**src/rtl/matrix_bank_pkg.sv**
```systemverilog
// matrix_bank_pkg
// Shared encodings for the matrix register bank and the multiply controller that
// drives it: access-type codes, matrix-select codes, bank FSM state codes, and a
// helper that decides whether a request can be served.
package matrix_bank_pkg;

    // Access type (in_type)
    localparam logic [1:0] CELL      = 2'b00;
    localparam logic [1:0] ROW       = 2'b01;
    localparam logic [1:0] COL       = 2'b10;
    localparam logic [1:0] TYPE_RSVD = 2'b11;

    // Matrix select (in_matrix)
    localparam logic [1:0] MAT_A    = 2'b00;
    localparam logic [1:0] MAT_B    = 2'b01;
    localparam logic [1:0] MAT_C    = 2'b10;
    localparam logic [1:0] MAT_RSVD = 2'b11;

    // Bank FSM states
    localparam logic [1:0] IDLE   = 2'b00;
    localparam logic [1:0] GATHER = 2'b01;
    localparam logic [1:0] RESP   = 2'b10;

    // A column access only uses address % size, so it can never index outside the
    // matrix; cell and row accesses need the address inside size*size.
    function automatic logic request_ok(input logic [1:0] req_type,
                                        input logic [1:0] req_matrix,
                                        input logic       addr_oob);
        return (req_type != TYPE_RSVD) && (req_matrix != MAT_RSVD) &&
               !(addr_oob && (req_type != COL));
    endfunction

endpackage

```
**src/rtl/matrix_cell_array.sv**
```systemverilog
// matrix_cell_array
// Flat storage for the three size x size matrices (A, B, C), cell_width bits per cell.
// Ports:
//   in_clk, in_reset         clock, synchronous active-high clear of every cell
//   in_rd_matrix/in_rd_index combinational single-cell read select (index = row*size+col)
//   out_rd_data              selected cell; 0 for a reserved matrix or out-of-range index
//   in_wr_en                 write strobe (caller has already validated the request)
//   in_wr_type               CELL, ROW or COL write mode
//   in_wr_matrix             target matrix
//   in_wr_address            cell index; row = address/size, column = address%size
//   in_wr_data               packed write data, slot k at [k*cell_width +: cell_width]
module matrix_cell_array
    import matrix_bank_pkg::*;
#(
    parameter int unsigned size          = 4,
    parameter int unsigned cell_width    = 8,
    parameter int unsigned address_width = 8,
    parameter int unsigned width         = cell_width * size
) (
    input  logic                     in_clk,
    input  logic                     in_reset,
    input  logic [1:0]               in_rd_matrix,
    input  logic [address_width-1:0] in_rd_index,
    output logic [cell_width-1:0]    out_rd_data,
    input  logic                     in_wr_en,
    input  logic [1:0]               in_wr_type,
    input  logic [1:0]               in_wr_matrix,
    input  logic [address_width-1:0] in_wr_address,
    input  logic [width-1:0]         in_wr_data
);

    localparam int unsigned Cells = size * size;
    localparam int unsigned Total = 3 * Cells;

    logic [cell_width-1:0]    cells_q [Total];
    logic [address_width-1:0] wr_row;
    logic [address_width-1:0] wr_col;

    assign wr_row = in_wr_address / address_width'(size);
    assign wr_col = in_wr_address % address_width'(size);

    always_comb begin
        out_rd_data = '0;
        for (int m = 0; m < 3; m++) begin
            for (int i = 0; i < Cells; i++) begin
                if ((in_rd_matrix == 2'(m)) && (in_rd_index == address_width'(i))) begin
                    out_rd_data = cells_q[m * Cells + i];
                end
            end
        end
    end

    always_ff @(posedge in_clk) begin
        if (in_reset) begin
            for (int k = 0; k < Total; k++) begin
                cells_q[k] <= '0;
            end
        end else if (in_wr_en) begin
            for (int m = 0; m < 3; m++) begin
                for (int i = 0; i < Cells; i++) begin
                    if (in_wr_matrix == 2'(m)) begin
                        case (in_wr_type)
                            CELL: if (in_wr_address == address_width'(i))
                                cells_q[m * Cells + i] <= in_wr_data[cell_width-1:0];
                            // Row write: cell j of the row takes slot j
                            ROW: if (wr_row == address_width'(i / size))
                                cells_q[m * Cells + i] <=
                                    in_wr_data[(i % size) * cell_width +: cell_width];
                            // Column write: cell k of the column takes slot k
                            COL: if (wr_col == address_width'(i % size))
                                cells_q[m * Cells + i] <=
                                    in_wr_data[(i / size) * cell_width +: cell_width];
                            default: ;
                        endcase
                    end
                end
            end
        end
    end

endmodule

```
**src/rtl/matrix_register_bank.sv**
```systemverilog
// matrix_register_bank
// Serves cell/row/column reads of matrices A, B, C for the multiply controller and
// absorbs its writes. Reads are gathered one cell per cycle, then presented with a
// one-cycle out_data_ready pulse. Writes commit immediately in IDLE.
// Ports:
//   in_clk, in_reset   clock, synchronous active-high reset
//   in_reg_address     cell index (row*size+col)
//   in_type            00 cell, 01 row, 10 column, 11 reserved
//   in_matrix          00 A, 01 B, 10 C, 11 reserved
//   in_read_en         read request (level, sampled only in IDLE)
//   in_write_en        write request (sampled only in IDLE)
//   in_data            packed write data
//   out_data           read data, held until the next response
//   out_data_ready     one-cycle pulse marking out_data valid
//   out_busy           high while gathering or responding
//   out_error          sticky error flag, cleared only by reset
module matrix_register_bank
    import matrix_bank_pkg::*;
#(
    parameter int unsigned size          = 4,
    parameter int unsigned cell_width    = 8,
    parameter int unsigned address_width = 8,
    parameter int unsigned width         = cell_width * size
) (
    input  logic                     in_clk,
    input  logic                     in_reset,
    input  logic [address_width-1:0] in_reg_address,
    input  logic [1:0]               in_type,
    input  logic [1:0]               in_matrix,
    input  logic                     in_read_en,
    input  logic                     in_write_en,
    input  logic [width-1:0]         in_data,
    output logic [width-1:0]         out_data,
    output logic                     out_data_ready,
    output logic                     out_busy,
    output logic                     out_error
);

    localparam int unsigned Cells = size * size;
    localparam int unsigned IdxW  = (size > 1) ? $clog2(size) : 1;

    logic [1:0]               state_q, state_d;
    logic [address_width-1:0] addr_q, addr_d;
    logic [1:0]               type_q, type_d;
    logic [1:0]               matrix_q, matrix_d;
    logic                     bad_q, bad_d;
    logic [IdxW-1:0]          idx_q, idx_d;
    logic [width-1:0]         asm_q, asm_d;
    logic [width-1:0]         data_q, data_d;
    logic                     error_q, error_d;

    logic                     addr_oob;
    logic                     req_ok;
    logic                     wr_commit;
    logic [address_width-1:0] row_base;
    logic [address_width-1:0] col_off;
    logic [address_width-1:0] idx_ext;
    logic [address_width-1:0] gather_index;
    logic                     gather_last;
    logic [cell_width-1:0]    rd_data;
    logic [width-1:0]         asm_next;

    assign addr_oob  = in_reg_address >= address_width'(Cells);
    assign req_ok    = request_ok(in_type, in_matrix, addr_oob);
    assign wr_commit = (state_q == IDLE) && in_write_en && req_ok;

    // Cell fetched this GATHER cycle, from the captured request
    assign row_base = (addr_q / address_width'(size)) * address_width'(size);
    assign col_off  = addr_q % address_width'(size);
    assign idx_ext  = address_width'(idx_q);

    always_comb begin
        case (type_q)
            ROW:     gather_index = row_base + idx_ext;
            COL:     gather_index = idx_ext * address_width'(size) + col_off;
            default: gather_index = addr_q;
        endcase
    end

    // Only row/column reads span size cells; cell (and reserved-type) reads take one
    assign gather_last = ((type_q != ROW) && (type_q != COL)) ||
                         (idx_q == IdxW'(size - 1));

    always_comb begin
        asm_next = asm_q;
        asm_next[int'(idx_q) * cell_width +: cell_width] = rd_data;
    end

    always_comb begin
        state_d  = state_q;
        addr_d   = addr_q;
        type_d   = type_q;
        matrix_d = matrix_q;
        bad_d    = bad_q;
        idx_d    = idx_q;
        asm_d    = asm_q;
        data_d   = data_q;
        error_d  = error_q;
        case (state_q)
            IDLE: begin
                if (in_write_en) begin
                    // Write wins over a simultaneous read; the read is dropped
                    if (!req_ok || in_read_en) error_d = 1'b1;
                end else if (in_read_en) begin
                    addr_d   = in_reg_address;
                    type_d   = in_type;
                    matrix_d = in_matrix;
                    // A bad read still completes (with zero data) so the requester never hangs
                    bad_d    = !req_ok;
                    if (!req_ok) error_d = 1'b1;
                    idx_d    = '0;
                    asm_d    = '0;
                    state_d  = GATHER;
                end
            end
            GATHER: begin
                if (in_write_en) error_d = 1'b1;
                asm_d = asm_next;
                idx_d = idx_q + 1'b1;
                if (gather_last) begin
                    data_d  = bad_q ? '0 : asm_next;
                    state_d = RESP;
                end
            end
            RESP: begin
                // in_read_en is typically still high here; it is deliberately ignored
                if (in_write_en) error_d = 1'b1;
                state_d = IDLE;
            end
            default: state_d = IDLE;
        endcase
    end

    always_ff @(posedge in_clk) begin
        if (in_reset) begin
            state_q  <= IDLE;
            addr_q   <= '0;
            type_q   <= CELL;
            matrix_q <= MAT_A;
            bad_q    <= 1'b0;
            idx_q    <= '0;
            asm_q    <= '0;
            data_q   <= '0;
            error_q  <= 1'b0;
        end else begin
            state_q  <= state_d;
            addr_q   <= addr_d;
            type_q   <= type_d;
            matrix_q <= matrix_d;
            bad_q    <= bad_d;
            idx_q    <= idx_d;
            asm_q    <= asm_d;
            data_q   <= data_d;
            error_q  <= error_d;
        end
    end

    matrix_cell_array #(
        .size          (size),
        .cell_width    (cell_width),
        .address_width (address_width),
        .width         (width)
    ) u_cells (
        .in_clk        (in_clk),
        .in_reset      (in_reset),
        .in_rd_matrix  (matrix_q),
        .in_rd_index   (gather_index),
        .out_rd_data   (rd_data),
        .in_wr_en      (wr_commit),
        .in_wr_type    (in_type),
        .in_wr_matrix  (in_matrix),
        .in_wr_address (in_reg_address),
        .in_wr_data    (in_data)
    );

    assign out_data       = data_q;
    assign out_data_ready = (state_q == RESP);
    assign out_busy       = (state_q != IDLE);
    assign out_error      = error_q;

endmodule

```
**config.mk**
```make
export PLATFORM = sky130hd
export DESIGN_NAME = matrix_register_bank
export DESIGN_NICKNAME = d
export VERILOG_FILES = /design/src/rtl/matrix_bank_pkg.sv /design/src/rtl/matrix_cell_array.sv /design/src/rtl/matrix_register_bank.sv
export SDC_FILE = /design/constraint.sdc
export NUM_CORES = 1
export LEC_CHECK = 0
export ABC_AREA = 1
export CORE_MARGIN = 8
export CORE_UTILIZATION = 40
export CTS_BUF_LIST = sky130_fd_sc_hd__clkbuf_8
export DETAILED_ROUTE_END_ITERATION = 6
export HOLD_SLACK_MARGIN = 0.1
export PLACE_DENSITY = 0.56
export SYNTH_ARGS = -nofsm -noshare
export SYNTH_HDL_FRONTEND = slang
export SYNTH_SLANG_ARGS = --single-unit
export TNS_END_PERCENT = 50
```
**constraint.sdc**
```tcl
create_clock -name in_clk -period 4.5 [get_ports in_clk]
set_input_delay 0.9 -clock in_clk [delete_from_list [all_inputs] [get_ports in_clk]]
set_output_delay 0.9 -clock in_clk [all_outputs]
set_load 0.005 [all_outputs]
```
Yosys cells after proc, flatten, opt, wreduce, memory -nomap -nowiden
Memory sizes are Yosys's and may differ from the RTL's.
Index checks and enable logic that the tools add are counted.
{"block": "word_totals", "ff_bits": 82, "ramBits": 384, "input_bits": 48, "output_inout_bits": 35, "elab_cells": 845, "n_memories": 1}
{"block": "classes", "n_addsub": 4, "n_lt_le_gt_ge": 1, "n_eq_ne": 59, "shifts": 2, "mux": 549, "bitwise_logic": 145, "n_reduce_logical": 75}
{"memory": "u_cells.cells_q", "words": 48, "width": 8, "read_ports": 48, "rd_clocked_by_memory_dff": 0, "write_ports": 48, "line": "matrix_cell_array.sv:35", "rtl": "logic [cell_width-1:0] cells_q [Total];"}
{"cell": "$mux W8", "n": 192}
{"cell": "$mux W1", "n": 343}
{"cell": "$or A1 B1 Y1", "n": 144}
{"cell": "$eq A8 B4 Y1 const B", "n": 16}
{"cell": "$mux W32", "n": 3}
{"cell": "$eq A8 B3 Y1 const B", "n": 8}
{"cell": "$pmux W32 S2", "n": 1}
{"cell": "$logic_and A1 B1 Y1", "n": 54}
{"cell": "$neg A5 Y34", "n": 1}
{"cell": "$shift A8 B34 Y32 const A", "n": 1}
{"cell": "$shiftx A8 B34 Y32", "n": 1}
{"cell": "$bwmux W32", "n": 1}
{"cell": "$eq A8 B2 Y1 const B", "n": 4}
{"cell": "$logic_not A8 Y1", "n": 4}
{"cell": "$eq A2 B2 Y1 const B", "n": 8}
{"cell": "$eq A8 B1 Y1 const B", "n": 2}
{"cell": "$pmux W8 S2", "n": 1}
{"cell": "$ne A2 B2 Y1 const B", "n": 7}
{"cell": "$eq A2 B1 Y1 const B", "n": 6}
{"cell": "$eq A6 B2 Y1 const B", "n": 2}
{"cell": "$mux W2", "n": 5}
{"cell": "$reduce_and A3 Y1", "n": 3}
{"cell": "$add A8 B2 Y8", "n": 1}
{"cell": "$ge A8 B5 Y1 const B", "n": 1}
{"cell": "16 further kinds", "n": 26}

Depth between registers and ports, before layout
Gate-level depths: netlist of the first run.
{"block": "depth", "depth_word": 55, "mapped_depth": 53, "ltp_nobuf": 53}

Hierarchy
A second synthesis of the first run with hierarchy kept.
{"block": "unflattened", "hier_cells": 3164, "area_unflattened_um2": 25421.9}
{"mod": "matrix_cell_array", "n_inst": 1, "cells_per_inst": 2646, "area_each_um2": 21730.8, "seq_area_each_um2": 11531.1}
{"mod": "matrix_register_bank", "n_inst": 1, "cells_per_inst": 518, "area_each_um2": 3691.0, "seq_area_each_um2": 1641.6}

Worst setup path after synthesis of the first run
No wires, ideal clock.
{"block": "synth_path", "path_type": "register to register", "startpoint": "reg type_q[0]", "endpoint": "reg asm_q[13]", "setup_ps": 132, "t_arrival_ps": 3717, "required_ps": 4368, "path_slack_ps": 651, "path_stages_with_launch": 52, "path_buffers": 0, "period_less_slack_ps": 3849, "cell_sequence": "dfxtp_1 -> inv_1 -> ha_1 -> nor2_2 -> inv_2 -> nand2_4 -> nand3_2 -> nor2_2 -> nand2_2 -> or2_0 -> nand2_1 -> nand2_1 -> nand2_1 -> nand2_1 -> nand2_1 -> nand2_1 -> nand2_1 -> nand2_1 -> [16 not listed] -> nand2_1 -> nand3b_1 -> nand2_1 -> nand4_1 -> nand2_1 -> nand4_1 -> nand2_1 -> nand2_1 -> nand2_1 -> nand3_1 -> nand2_1 -> nand4_1 -> nand2_1 -> nand2_2 -> nand4_1 -> nand2_1 -> nand2_1 -> a21oi_2"}
{"block": "synth_between", "elab_chain_cells": 55, "word_cells_on_any_way": 118, "cone_classes": "eq/ne (17); shift (1); mux (51); reduce/logical (49)"}
{"item": "start: declaration", "line": "matrix_register_bank.sv:44", "rtl": "logic [1:0] type_q, type_d;"}
{"item": "start signal: assignment", "line": "matrix_register_bank.sv:148", "rtl": "type_q <= type_d;"}
{"item": "$eq A2 B2 Y1 or $eq A2 B1 Y1 (tied branches)", "line": "matrix_register_bank.sv:73", "rtl": "case (type_q)"}
{"item": "$pmux W8 S2 (*)", "line": "matrix_register_bank.sv:73"}
{"item": "$logic_not A8 Y1", "line": "matrix_cell_array.sv:46", "rtl": "if ((in_rd_matrix == 2'(m)) && (in_rd_index == address_width'(i))) begin"}
{"item": "$logic_and A1 B1 Y1", "line": "matrix_cell_array.sv:46"}
{"item": "$mux W8 (47 in series)", "line": "matrix_cell_array.sv:46"}
{"item": "$mux W8 (*)", "line": "matrix_cell_array.sv:46"}
{"item": "$shiftx A8 B34 Y32 (*)", "line": "matrix_register_bank.sv:86", "rtl": "asm_next[int'(idx_q) * cell_width +: cell_width] = rd_data;"}
{"item": "$bwmux W32 (*)", "line": "matrix_register_bank.sv:86"}
{"item": "$pmux W32 S2 (*)", "line": "matrix_register_bank.sv:99", "rtl": "case (state_q)"}
{"item": "end signal: assignment", "line": "matrix_register_bank.sv:152", "rtl": "asm_q <= asm_d;"}
{"item": "end: declaration", "line": "matrix_register_bank.sv:48", "rtl": "logic [width-1:0] asm_q, asm_d;"}
Mark *: on every way between the ends. The rest lies on a longest branch, timed or not.
A chain may end at the register's enable or synchronous reset.

Final worst setup path of the first run
{"block": "layout_path", "startpoint": "reg type_q[0]", "endpoint": "reg data_q[9], in the netlist out_data[9]"}
{"block": "layout_between", "elab_chain_cells": 55, "word_cells_on_any_way": 123, "cone_classes": "eq/ne (19); shift (1); mux (51); reduce/logical (52)"}
{"item": "$eq A2 B2 Y1 or $eq A2 B1 Y1 (tied branches)", "line": "matrix_register_bank.sv:73"}
{"item": "$pmux W8 S2", "line": "matrix_register_bank.sv:73"}
{"item": "$logic_not A8 Y1", "line": "matrix_cell_array.sv:46"}
{"item": "$logic_and A1 B1 Y1", "line": "matrix_cell_array.sv:46"}
{"item": "$mux W8 (48 in series)", "line": "matrix_cell_array.sv:46"}
{"item": "$shiftx A8 B34 Y32", "line": "matrix_register_bank.sv:86"}
{"item": "$bwmux W32", "line": "matrix_register_bank.sv:86"}
{"item": "$mux W32", "line": "matrix_register_bank.sv:121", "rtl": "data_d = bad_q ? '0 : asm_next;"}
{"item": "end signal: assignment", "line": "matrix_register_bank.sv:153", "rtl": "data_q <= data_d;"}
{"item": "end: declaration", "line": "matrix_register_bank.sv:49", "rtl": "logic [width-1:0] data_q, data_d;"}
Parallel ways exist; a longest one is shown, timed or not.

==> impl_metrics.env, run 1 <==
export IMPL_layout_drive_gt1_share_pct=20.33
export IMPL_p_leak_nw=14.27
export IMPL_powerDensity_nw_per_um2=331.1
export IMPL_start_util_pct=40.27
export IMPL_worstSkewPairLatency_ns=0.73
export IMPL_synth_compound_area_share_pct=15.92
export IMPL_path_clk_slew_ns=0.06
export IMPL_report_final_slew_viol_count=0
export IMPL_crit_required_ns=5.05
export IMPL_rows=94
export IMPL_fmax_mhz=176.8
export IMPL_total_power_mw=10.90
export IMPL_synth_top_family_by_area="simple AND/OR/NAND/NOR gates"
export IMPL_cpPeakStageDelay_ns=0.34
export IMPL_ioPinCount=83
export IMPL_peakVddDrop_mv=0.1920
export IMPL_hold_path_class="flip-flop to flip-flop"
export IMPL_setup_viol=64
export IMPL_status="finished, violations left"
export IMPL_yosys_area_share_simple_pct=24.44
export IMPL_grt_pass1_wl_mm=183.3
export IMPL_max_slew_margin_pct=21.78
export IMPL_grt_pass1_vias=25452
export IMPL_yosysWarnings=0
export IMPL_layout_setup_ws_ns=-1.157
export IMPL_synth_cell_types=44
export IMPL_grt_overflow=0
export IMPL_core_area_um2=65510
export IMPL_clock_path_buffers=3
export IMPL_synth_area_leaders="edfxtp_1 (44%), nand2_1 (14%), inv_1 (6.6%)"
export IMPL_finalCritPeriodShare_pct=125.7
export IMPL_cp_slowest_cell="nand4_1"
export IMPL_synth_adder_area_share_pct=0.5692
export IMPL_startpoint_type="flip-flop"
export IMPL_end_kind="flip-flop"
export IMPL_grt_setup_unrepaired="true"
export IMPL_crit_arrival_ns=6.21
export IMPL_antenna_found_initial=12
export IMPL_utilization_pct=50.26
export IMPL_cts_tree="yes"
export IMPL_die_width_um=272.8
export IMPL_layout_nets=3800
export IMPL_cts_buffers=87
export IMPL_max_cap_violations=0
export IMPL_skew_ns=0.02353
export IMPL_die_y_um=272.8
export IMPL_synth_seq_cells=466
export IMPL_critical_path_class="flip-flop to flip-flop"
export IMPL_grt_max_degree=94
export IMPL_wl_mm=131.4
export IMPL_violations="DRC, setup timing"
export IMPL_ant_nets=0
export IMPL_area_delta_synth_final_pct=24.83
export IMPL_die_area_um2=74420
export IMPL_drtPass1Iterations=7
export IMPL_muxShareOfSynthArea_pct=0
export IMPL_cp_max_fo=5
export IMPL_synth_yosys_seq_area_share_pct=49.94
export IMPL_grt_total_usage_pct=34.06
export IMPL_routabilityCongestion=1.080
export IMPL_drt_iter0_drc=4217
export IMPL_period_needed_ns=5.657
export IMPL_syn_nets=3420
export IMPL_synth_largest_area_cell="edfxtp_1"
export IMPL_synthXorXnorAreaFrac_pct=0
export IMPL_netlist_instances=3360
export IMPL_root_buffer="clkbuf_8"
export IMPL_dpl_hpwl_mm=95.56
export IMPL_portBuffers=82
export IMPL_wl_per_cell_um=28.05
export IMPL_syn_avg_cell_area_um2=7.851
export IMPL_synthesis_area_um2=26380
export IMPL_post_route_drc_count=5
export IMPL_cts_sinks=466
export IMPL_tightestPinTransition_ns=1.172
export IMPL_htree_levels=3
export IMPL_crit_top_cell="nand2_2"
export IMPL_yosysTopAreaCellShare_pct=43.72
export IMPL_finalHoldViolCount=0
export IMPL_viasPerCell=5.825
export IMPL_vias=27284
per-layer routing:
metal | up-vias | GRT usage (%) | part of all wire, %
met4 | 4 | 18.55 | 6.7
li1 | 11924 | - | -
met5 | - | 0 | 0.027
met1 | 12859 | 46.56 | 39
met3 | 452 | 8.732 | 13
met2 | 2045 | 48.93 | 41
worst max-delay path, delay by kind of cell (launching register included):
family / cells / cell delay (ns)
simple gates: 35 / 3.98
compound gates: 4 / 0.59
flops: 1 / 0.33
fa+ha+maj: 1 / 0.31
buf+inv: 3 / 0.29
registers in the layout (all words and copies together) (netlist names):
register and flops:
asm_q 32, out_error 1, idx_q 2, u_cells.cells_q 384, bad_q 1, out_data 32, type_q 2, matrix_q 2
state_q 2, addr_q 8
cell usage in the layout, fill, tap and decap left out, types with 53 or more instances in the layout:
master           instances
buf_4                  328
nand2_1                891
edfxtp_1               384
a21oi_1                247
a211oi_1                53
or2_2                  107
dfxtp_1                 80
nand2_2                 65
o21ai_0                226
nor2_1                 256
clkdlybuf4s50_1         81
inv_1                  489
clkbuf_8                92
o22ai_1                 54
nand4_1                 55
stage by stage:
stage | setup TNS, ns | cells | instance area [µm²] | setup WS [ns] | hold WS (ns)
6_report | -46.34 | 4684 | 32930 | -1.157 | 0.4484
4_1_cts | -41.03 | 4669 | 32560 | -1.192 | 0.4545
5_1_grt | -64.19 | 4678 | 32910 | -1.477 | 0.4744
3_3_place_gp | -66.21 | 4501 | 30500 | -1.896 | 0.4406
3_5_place_dp | -70.88 | 4501 | 30500 | -1.903 | 0.4455
2_1_floorplan | 0 | 3360 | 26380 | 0.6511 | 0.4450
report_power, final:
group	internal, mW	switching (mW)
registers	4.83	0.0674
clock network	2.20	2.04
logic	0.500	1.26
total	7.53	3.37
logic make-up after synthesis:
group                    Yosys count
AO/OA/AOI/OAI                    722
AND/OR/NAND/NOR                 1523
adder cells (fa/ha/maj)           12
buffers and inverters            637
flip-flops                       466
layout make-up:
| class | count | area (µm²) |
|---|---|---|
| Fill cell | 6486 | 32580 |
| Sequential cell | 466 | 13180 |
| Multi-Input combinational cell | 2257 | 11350 |
| Timing Repair Buffer | 437 | 3729 |
| Inverter | 491 | 1849 |
| Clock buffer | 92 | 1266 |
| Tap cell | 864 | 1081 |
| Clock inverter | 70 | 460.4 |
| Antenna cell | 7 | 17.52 |
cells in the mapped netlist, drive strengths merged:
library cell    n
nand2         974
inv           481
edfxtp        384
nor2          288
a21oi         258
o21ai         255
clkbuf        129
or2           116
dfxtp          82
nand3          75
nand4          56
o22ai          54
a211oi         53
o211ai         38
o221ai         27
o311ai         22
buf            17
ha             12
clkinv         10
o31ai          10
nor3            7
nand3b          3
a21boi          2
nor3b           2
o21bai          2
o41ai           1
or3             1
or4             1
path summary, 6_finish.rpt:
check	from	end	slack, ns	cells past startpoint
min	out_error	out_error	0.45	2
max	type_q[0]	out_data[9]	-1.16	43
min reg2reg	out_error	out_error	0.45	2
max reg2reg	type_q[0]	out_data[9]	-1.16	43
what timing repair did:
item / CTS / global route
buffers inserted: 6 / 8
hold buffers: 0 / 0
resized for setup: 89 / 80
setup endpoints to repair: 64 / 64
pin swaps: 56 / 96
endpoints found under the hold margin: 0 / 0
No activity file was read; power rests on OpenSTA's default activity.
==> inputs of run 2 (changes only) <==
Settings changed: REMOVE_ABC_BUFFERS set to 1.
==> impl_metrics.env, run 2 (synthesis results as in run 1) <==
export IMPL_die_width_um=272.8
export IMPL_final_common_cell="nand2_1"
export IMPL_layout_common_cells="nand2_1 (882), inv_1 (489), buf_4 (460), edfxtp_1 (384), nor2_1 (257)"
export IMPL_layout_nets=3954
export IMPL_portBuffers=82
export IMPL_crit_required_ns=5.02
export IMPL_core_area_um2=65510
export IMPL_hold_path_startpoint="out_error"
export IMPL_cpPeakStageDelay_ns=0.34
export IMPL_intPower_mw=7.318
export IMPL_clock_power_share_pct=36.8
export IMPL_reg2reg_from="type_q[0]"
export IMPL_path_delay_family="simple AND/OR/NAND/NOR gates"
export IMPL_critical_path_class="flip-flop to flip-flop"
export IMPL_ioPinCount=83
export IMPL_fmax_mhz=194.0
export IMPL_cp_max_fo=5
export IMPL_grt_overflow=0
export IMPL_p_leak_nw=15.08
export IMPL_cts_tree="yes"
export IMPL_worstSkewPairLatency_ns=0.70
export IMPL_layout_setup_ws_ns=-0.6554
export IMPL_tightestPinTransition_ns=1.138
export IMPL_crit_arrival_ns=5.68
export IMPL_period_needed_ns=5.155
export IMPL_layout_drive_gt1_share_pct=23.68
export IMPL_die_area_um2=74420
export IMPL_status="finished, violations left"
export IMPL_switchingPower_mw=3.231
export IMPL_htree_levels=3
export IMPL_finalHoldViolCount=0
export IMPL_drtPass1Iterations=6
export IMPL_cts_sinks=466
export IMPL_setup_viol=64
export IMPL_peakVddDrop_mv=0.2544
export IMPL_area_delta_synth_final_pct=29.79
export IMPL_grt_pass1_wl_mm=182.6
export IMPL_violations="setup timing"
export IMPL_startpoint_type="flip-flop"
export IMPL_grt_pass1_vias=26429
export IMPL_startpoint="type_q[0]"
export IMPL_drt_iter0_drc=3823
export IMPL_r2r_cells=52
export IMPL_wl_mm=128.7
export IMPL_placed_cells=4655
export IMPL_nFillCells=6311
export IMPL_finalCritPeriodShare_pct=114.6
export IMPL_cts_buffers=86
export IMPL_ant_nets=0
export IMPL_top_register="u_cells.cells_q"
export IMPL_hold_depth=2
export IMPL_seqPwrFrac_pct=46.3
export IMPL_die_y_um=272.8
export IMPL_viasPerCell=5.685
export IMPL_max_slew_margin_pct=24.06
export IMPL_cp_slowest_cell="dfxtp_2"
export IMPL_fin_cells=4831
export IMPL_path_clk_slew_ns=0.06
export IMPL_clock_path_buffers=3
export IMPL_root_buffer="clkbuf_8"
export IMPL_grt_setup_unrepaired="true"
export IMPL_crit_top_cell="nand2_1"
export IMPL_setup_tns_ns=-28.31
export IMPL_skew_ns=0.03189
export IMPL_powerDensity_nw_per_um2=308.1
export IMPL_routabilityCongestion=1.047
export IMPL_hold_path_end="out_error"
export IMPL_reg2reg_slack_ns=-0.66
export IMPL_hold_path_class="flip-flop to flip-flop"
export IMPL_post_route_drc_count=0
export IMPL_wl_per_cell_um=26.64
export IMPL_grt_total_usage_pct=33.74
export IMPL_report_final_slew_viol_count=0
export IMPL_dpl_hpwl_mm=94.60
export IMPL_antenna_found_initial=6
export IMPL_swShare_pct=30.63
export IMPL_start_util_pct=40.27
export IMPL_vias=27462
export IMPL_end_kind="flip-flop"
export IMPL_worstPathBufferInverterCount=3
export IMPL_rows=94
export IMPL_grt_max_degree=89
export IMPL_largest_register_ffs=384
export IMPL_max_cap_violations=0
export IMPL_r2r_end="asm_q[13]"
export IMPL_comb_power_share_pct=16.8
## run 2: cell count changes in the layout (fill, tap and decap cells not counted), sizes merged
cell    delta
buf      +155
bufinv     -4
diode      -1
inv        -3
## run 2: layer usage
layer / global-route usage [%] / part of all wire, % / vias to the layer above
met3: 7.735 / 11 / 403
met4: 19.84 / 6.9 / 2
met2: 51.54 / 43 / 1764
li1: - / - / 12264
met5: 0 / 0.0093 / -
met1: 43.53 / 39 / 13029
## run 2: cell type report
type / instances / area (µm²) / area share, %
antenna: 6 / 15.01 / 0.04385
clock buffer: 92 / 1266 / 3.698
clock inverter: 63 / 300.3 / 0.8771
inverter: 491 / 1849 / 5.401
multi-input combinational: 2257 / 11380 / 33.23
sequential: 466 / 13180 / 38.48
tap: 864 / 1081 / 3.158
timing repair buffer: 592 / 5171 / 15.10
## run 2: metrics by stage
step	hold WS (ns)	util, %	setup slack [ns]	power (mW)	cell area, µm²
after floorplan	0.4393	-	-0.3405	5.609	25810
after global placement	0.4512	48.75	-1.219	6.529	31940
after detailed placement	0.4455	48.75	-1.228	6.533	31940
after CTS	0.4546	51.84	-0.6740	10.46	33960
after global routing	0.4769	52.24	-1.026	10.85	34220
final	0.4520	52.26	-0.6554	10.55	34240
## run 2: how the worst max path moves through the flow
stage,end,depth (start not counted)
after floorplan,u_cells.cells_q[4][16],12
after global placement,out_data[17],42
after detailed placement,asm_q[24],49
after CTS,asm_q[9],44
after global routing,out_data[29],52
final,asm_q[13],52
## run 2: power groups by stage
stage	Combinational [mW]	Sequential [mW]	Clock, mW
floorplan	0.658	4.95	0
CTS	1.67	4.89	3.91
detailed placement	1.56	4.98	0
global placement	1.56	4.97	0
finish	1.77	4.89	3.89
global route	1.85	4.90	4.10
## run 2: worst reg2reg max path: cells and delay by family, from the launching register on
kind	cells	cell delay (ns)
flip-flops	1	0.34
AO/OA/AOI/OAI	2	0.15
buffers and inverters	3	0.28
AND/OR/NAND/NOR	46	3.98
adder cells (fa/ha/maj)	1	0.27
## run 2: timing repair
item                       CTS  global route
pin swaps                   78            88
resized for setup          122            61
setup buffers                8             7
cloned                       0             0
hold buffers                 0             0
setup endpoints to repair   64            64
